--- config.mk ---
export PLATFORM = sky130hd
export DESIGN_NAME = pc_fetch_ctrl
export DESIGN_NICKNAME = d
export VERILOG_FILES = /design/src/rtl/fetch_pkg.sv /design/src/rtl/pc_reg.sv /design/src/rtl/pc_fetch_ctrl.sv
export SDC_FILE = /design/constraint.sdc
export NUM_CORES = 1
export LEC_CHECK = 0
export ABC_AREA = 1
export ABC_CLOCK_PERIOD_IN_PS = 1930
export BUFFER_PORTS_ARGS = -buffer_cell sky130_fd_sc_hd__buf_4
export CORE_ASPECT_RATIO = 0.5
export CORE_MARGIN = 2
export CORE_UTILIZATION = 48
export DETAILED_ROUTE_END_ITERATION = 7
export GPL_TIMING_DRIVEN = 1
export HOLD_SLACK_MARGIN = 0.03
export PLACE_DENSITY = 0.77
export SYNTH_ARGS = -nofsm -noshare
export SYNTH_HDL_FRONTEND = slang
export SYNTH_HIERARCHICAL = 1
export SYNTH_SLANG_ARGS = --single-unit
--- constraint.sdc ---
create_clock -name clk -period 1.93 [get_ports clk]
set_input_delay 0.386 -clock clk [delete_from_list [all_inputs] [get_ports clk]]
set_output_delay 0.386 -clock clk [all_outputs]
set_load 0.005 [all_outputs]
--- src/rtl/fetch_pkg.sv ---
// Shared types and constants for the instruction fetch controller.
// Latency: n/a (declarations only).
// Backpressure: n/a.
package fetch_pkg;

    // Fetch sequencer states; 2-bit encoding.
    typedef enum logic [1:0] {
        ST_IDLE  = 2'd0,
        ST_REQ   = 2'd1,
        ST_HOLD  = 2'd2,
        ST_DRAIN = 2'd3
    } fetch_state_t;

    localparam logic [31:0] RESET_PC_DEF = 32'h0000_3000;
    localparam logic [31:0] INS_NOP      = 32'h0000_0000;

    // A byte address is word aligned when its two low bits are clear.
    function automatic logic is_misaligned(input logic [31:0] addr);
        return addr[1:0] != 2'b00;
    endfunction

endpackage

--- src/rtl/pc_reg.sv ---
// Architectural PC flop with load enable; loads are forced word aligned.
// Latency: 1 cycle from ld to pc.
// Backpressure: none; ld is sampled every cycle.
import fetch_pkg::*;

module pc_reg #(
    parameter logic [31:0] RESET_PC = RESET_PC_DEF
) (
    input  logic        clk,
    input  logic        rst,
    input  logic        ld,
    input  logic [29:0] ld_word,
    output logic [31:0] pc
);

    // PC update: reset vector, else aligned word address when loaded.
    always_ff @(posedge clk) begin
        if (rst) begin
            pc <= RESET_PC;
        end else if (ld) begin
            pc <= {ld_word, 2'b00};
        end
    end

endmodule

--- src/rtl/pc_fetch_ctrl.sv ---
// PC owner and fetch sequencer: imem req/ack, holds the fetched word for decode, applies redirects.
// Latency: zero-wait imem yields one instruction every 2 cycles (REQ then HOLD); no prefetch.
// Backpressure: ins_ready low holds the instruction stable; stall only blocks launching a new fetch.
import fetch_pkg::*;

module pc_fetch_ctrl #(
    parameter logic [31:0] RESET_PC = RESET_PC_DEF,
    parameter int          CNT_W    = 32
) (
    input  logic             clk,
    input  logic             rst,
    output logic             imem_req,
    output logic [31:0]      imem_addr,
    input  logic             imem_ack,
    input  logic [31:0]      imem_rdata,
    output logic             ins_valid,
    output logic [31:0]      ins,
    output logic [31:0]      ins_pc,
    input  logic             ins_ready,
    input  logic             stall,
    input  logic             redirect_valid,
    input  logic [31:0]      redirect_pc,
    output logic [31:0]      PC_add_4,
    output logic [CNT_W-1:0] fetch_cnt,
    output logic             misalign_err
);

    fetch_state_t state;
    logic [31:0]  pc;
    logic         pc_ld;
    logic [31:0]  pc_ld_val;
    logic         accept;

    // A held instruction retires only when no redirect squashes it in the same cycle.
    assign accept    = (state == ST_HOLD) && ins_ready && !redirect_valid;
    assign pc_ld     = redirect_valid || accept;
    assign pc_ld_val = redirect_valid ? redirect_pc : PC_add_4;
    assign PC_add_4  = pc + 32'd4;
    assign imem_addr = pc;

    pc_reg #(.RESET_PC(RESET_PC)) u_pc_reg (
        .clk     (clk),
        .rst     (rst),
        .ld      (pc_ld),
        .ld_word (pc_ld_val[31:2]),
        .pc      (pc)
    );

    // Fetch FSM; imem_req and ins_valid are registered copies of the next state.
    always_ff @(posedge clk) begin
        if (rst) begin
            state        <= ST_IDLE;
            imem_req     <= 1'b0;
            ins_valid    <= 1'b0;
            ins          <= INS_NOP;
            ins_pc       <= 32'h0;
            fetch_cnt    <= '0;
            misalign_err <= 1'b0;
        end else begin
            if (redirect_valid && is_misaligned(redirect_pc)) begin
                misalign_err <= 1'b1;
            end
            case (state)
                ST_IDLE: begin
                    if (!stall) begin
                        state    <= ST_REQ;
                        imem_req <= 1'b1;
                    end
                end
                ST_REQ: begin
                    if (redirect_valid) begin
                        // With ack the wrong-path word is dropped and the new PC is fetched at once;
                        // without ack the in-flight request must be drained first.
                        if (!imem_ack) begin
                            state    <= ST_DRAIN;
                            imem_req <= 1'b0;
                        end
                    end else if (imem_ack) begin
                        ins       <= imem_rdata;
                        ins_pc    <= pc;
                        state     <= ST_HOLD;
                        imem_req  <= 1'b0;
                        ins_valid <= 1'b1;
                    end
                end
                ST_HOLD: begin
                    if (redirect_valid || ins_ready) begin
                        if (accept) begin
                            fetch_cnt <= fetch_cnt + {{(CNT_W-1){1'b0}}, 1'b1};
                        end
                        ins_valid <= 1'b0;
                        state     <= stall ? ST_IDLE : ST_REQ;
                        imem_req  <= !stall;
                    end
                end
                ST_DRAIN: begin
                    // The squashed request's ack always ends the drain, even alongside a new
                    // redirect (whose PC is still loaded); otherwise we would wait for an ack
                    // that never comes.
                    if (imem_ack) begin
                        state    <= stall ? ST_IDLE : ST_REQ;
                        imem_req <= !stall;
                    end
                end
                default: begin
                    state    <= ST_IDLE;
                    imem_req <= 1'b0;
                end
            endcase
        end
    end

endmodule

==> impl_metrics.tcl <==
set metrics [dict create \
    outcome "finished with violations" \
    violations "setup timing" \
    place_congestion 0.9285 \
    grt-ovfl-total 0 \
    setup_ws_ns -0.3297 \
    dp_hpwl_mm 14.79 \
    seqPwrFrac_pct 36.3 \
    p_sw_share_pct 28.96 \
    insertedDiodeCount 0 \
    r2r_end "u_pc_reg/pc[29]" \
    viasPerCell 5.258 \
    grt_setup_unrepaired "yes" \
    path_cells "ha_4, inv_4, nor2_4, buf_4, nand2_4, xnor2_1, buf_4" \
    comb_power_share_pct 23.5 \
    finish.instance_area_mm2 0.01012 \
    critPathRequiredTime_ns 1.54 \
    start_kind "flip-flop" \
    p_leak_uw 0.004840 \
    maxCapViolCount 0 \
    holdBufCountCts 0 \
    fmax_mhz 442.5 \
    start_util_pct 49.06 \
    core_mm2 0.01355 \
    synthDistinctLibCells 34 \
    fin_crit_sh_pct 117.1 \
    hp-class "input pin to flip-flop" \
    routedWlPerCell_um 15.94 \
    finalSetupViolCount 27 \
    arrival_ns 1.87 \
    yosysWarnings 6 \
    layout_common_cells "buf_4 (279), nand2_1 (261), nor2_1 (241)" \
    port_buffers 228 \
    syn_to_final_growth_pct 52.19 \
    drt_iter0_drc 853 \
    antenna_left 0 \
    reg_top3 "fetch_cnt (32), ins (32), ins_pc (32)" \
    ys_ff_latch 131 \
    clk_pin_slew_ns 0.06 \
    r2r_slack_ns -0.04 \
    cts_root_buf "clkbuf_16" \
    crit_end "PC_add_4[10]" \
    grt_start_max_net_pins 60 \
    max_stage_delay_ns 0.37 \
    grt_pass1_vias 7370 \
    ys.flop_type "dfxtp_1" \
    die_w_um 170.4 \
    grt_antenna_before_repair 0 \
    crit_fanout 4 \
    synth_area_mm2 0.006648 \
    power_density_mw_per_mm2 878.2 \
    async_flop_share_pct 0 \
    finalCriticalPeriod_ns 2.260 \
    die-area_mm2 0.01486 \
    p_int_uw 6312 \
    finalHoldViolations 0 \
    clock_path_buffers 2 \
    placed_cell_area_mm2 0.008678 \
    grtUsageTotal_pct 29.66 \
    p_sw_uw 2573 \
    nNetsFinal 1400 \
    netlist_instances 1058 \
    end_kind "output pin" \
    path_common_cell "buf_4" \
    slowest_stage "dfxtp_4" \
    drcViolationCount 0 \
    grt_pass1_wl_mm 34.96 \
    worstSetupPathType "flip-flop to output pin" \
    cts_buffers 17 \
    dp_slack_ns 0.008114 \
    reg2reg_from "u_pc_reg/pc[12]" \
    skew_ns 0.007803 \
    synth_edf_count 0 \
    clkPwrFrac_pct 40.2 \
    drt-pass1-iter-count 5 \
    num_rows 30 \
    fin_util_pct 74.66 \
    startpoint "u_pc_reg/pc[2]" \
    insertion_delay_ns 0.42 \
    drv_slew 0 \
    p_total_uw 8885 \
    final_common_cell "buf_4" \
    ir_drop_mv 0.7986 \
    vias 8060 \
    ios 233 \
    r2r_cells 16 \
    drive_gt1_share_pct 34.60 \
    htree_levels 4 \
    die_y_um 87.22 \
    finalWirelength_mm 24.44 \
    syn_area_per_cell_um2 6.283 \
    clock-sinks 131 \
    cts_tree "yes" \
    yosysSeqAreaShare_pct 39.45 \
]
power by group through the flow:
stage,combinational [uW],sequential [uW],clock [uW]
final,2090,3220,3570
after global routing,2280,3250,3710
after CTS,1930,3200,3570
after detailed placement,1830,3230,0
after global placement,1790,3220,0
after floorplan,881,3260,0
cell type report:
cell class / count / area (um^2)
fillers: 985 / 3433
repair buffers: 295 / 2292
multi-input cells: 790 / 3892
clock buffers: 24 / 501.7
inverters: 93 / 354.1
flip-flops and latches: 131 / 2690
clock inverters: 8 / 146.4
well taps: 192 / 240.2
per-stage QoR:
step	setup TNS [ns]	hold WS [ns]	std cells
floorplan	0	0.4466	1059
global placement	0	0.4377	1473
detailed placement	0	0.4490	1473
CTS	-2.399	0.2169	1522
global route	-6.981	0.2143	1533
finish	-5.702	0.2214	1533
Yosys cell counts (4+ instances only):
cell type	n	area [um^2]
nor2_1	273	1025
nand3_2	4	40.04
o21ai_0	83	415.4
clkbuf_1	17	63.81
buf_2	13	65.06
buf_4	6	45.04
dfxtp_1	131	2623
nand2_2	4	25.02
inv_1	90	337.8
nand2_1	296	1111
a21oi_1	25	125.1
xor2_1	11	96.34
nand3b_1	9	67.56
xnor2_1	6	52.55
buf_1	5	18.77
nand4_1	9	56.30
nor2_2	11	68.82
nand3_1	37	185.2
logic make-up (layout without fill, tap and decap cells):
kind of cell | after synthesis | count (layout) | share of synthesized area [%]
XOR/XNOR | 17 | 17 | 2.240
adder cells (fa/ha/maj) | 2 | 2 | 0.3764
AND/OR/NAND/NOR | 652 | 652 | 39.83
other | 1 | 2 | 0.05641
buffers and inverters | 138 | 420 | 8.940
AO/OA/AOI/OAI | 117 | 117 | 9.110
flip-flops | 131 | 131 | 39.45
worst min path at each step:
stage                        end  cells after the start      startpoint
floorplan           misalign_err                      2    misalign_err
global placement    misalign_err                      2    misalign_err
detailed placement  misalign_err                      2    misalign_err
CTS                      ins[16]                      3  imem_rdata[16]
global route             ins[10]                      3  imem_rdata[10]
finish                   ins[16]                      3  imem_rdata[16]
timing repair:
item / in CTS / in global routing
buffers inserted: 18 / 14
gates cloned: 0 / 0
endpoints found under the setup margin: 26 / 28
pin swaps: 26 / 37
resized for setup: 93 / 81
worst max-delay path, delay by kind of cell (launching register included):
| kind | cells | cell delay [ns] |
|---|---|---|
| XOR/XNOR | 1 | 0.34 |
| adder cells (fa/ha/maj) | 1 | 0.18 |
| buffers and inverters | 3 | 0.37 |
| flip-flops | 1 | 0.37 |
| AND/OR/NAND/NOR | 2 | 0.20 |
metal layers:
| layer | wire (um) | track usage [%] |
|---|---|---|
| met2 | 11760 | 52.66 |
| met3 | 2023 | 5.997 |
| met1 | 9326 | 34.91 |
| met5 | 0 | 0 |
| met4 | 1329 | 14.14 |
(Power assumes the default switching activity.)
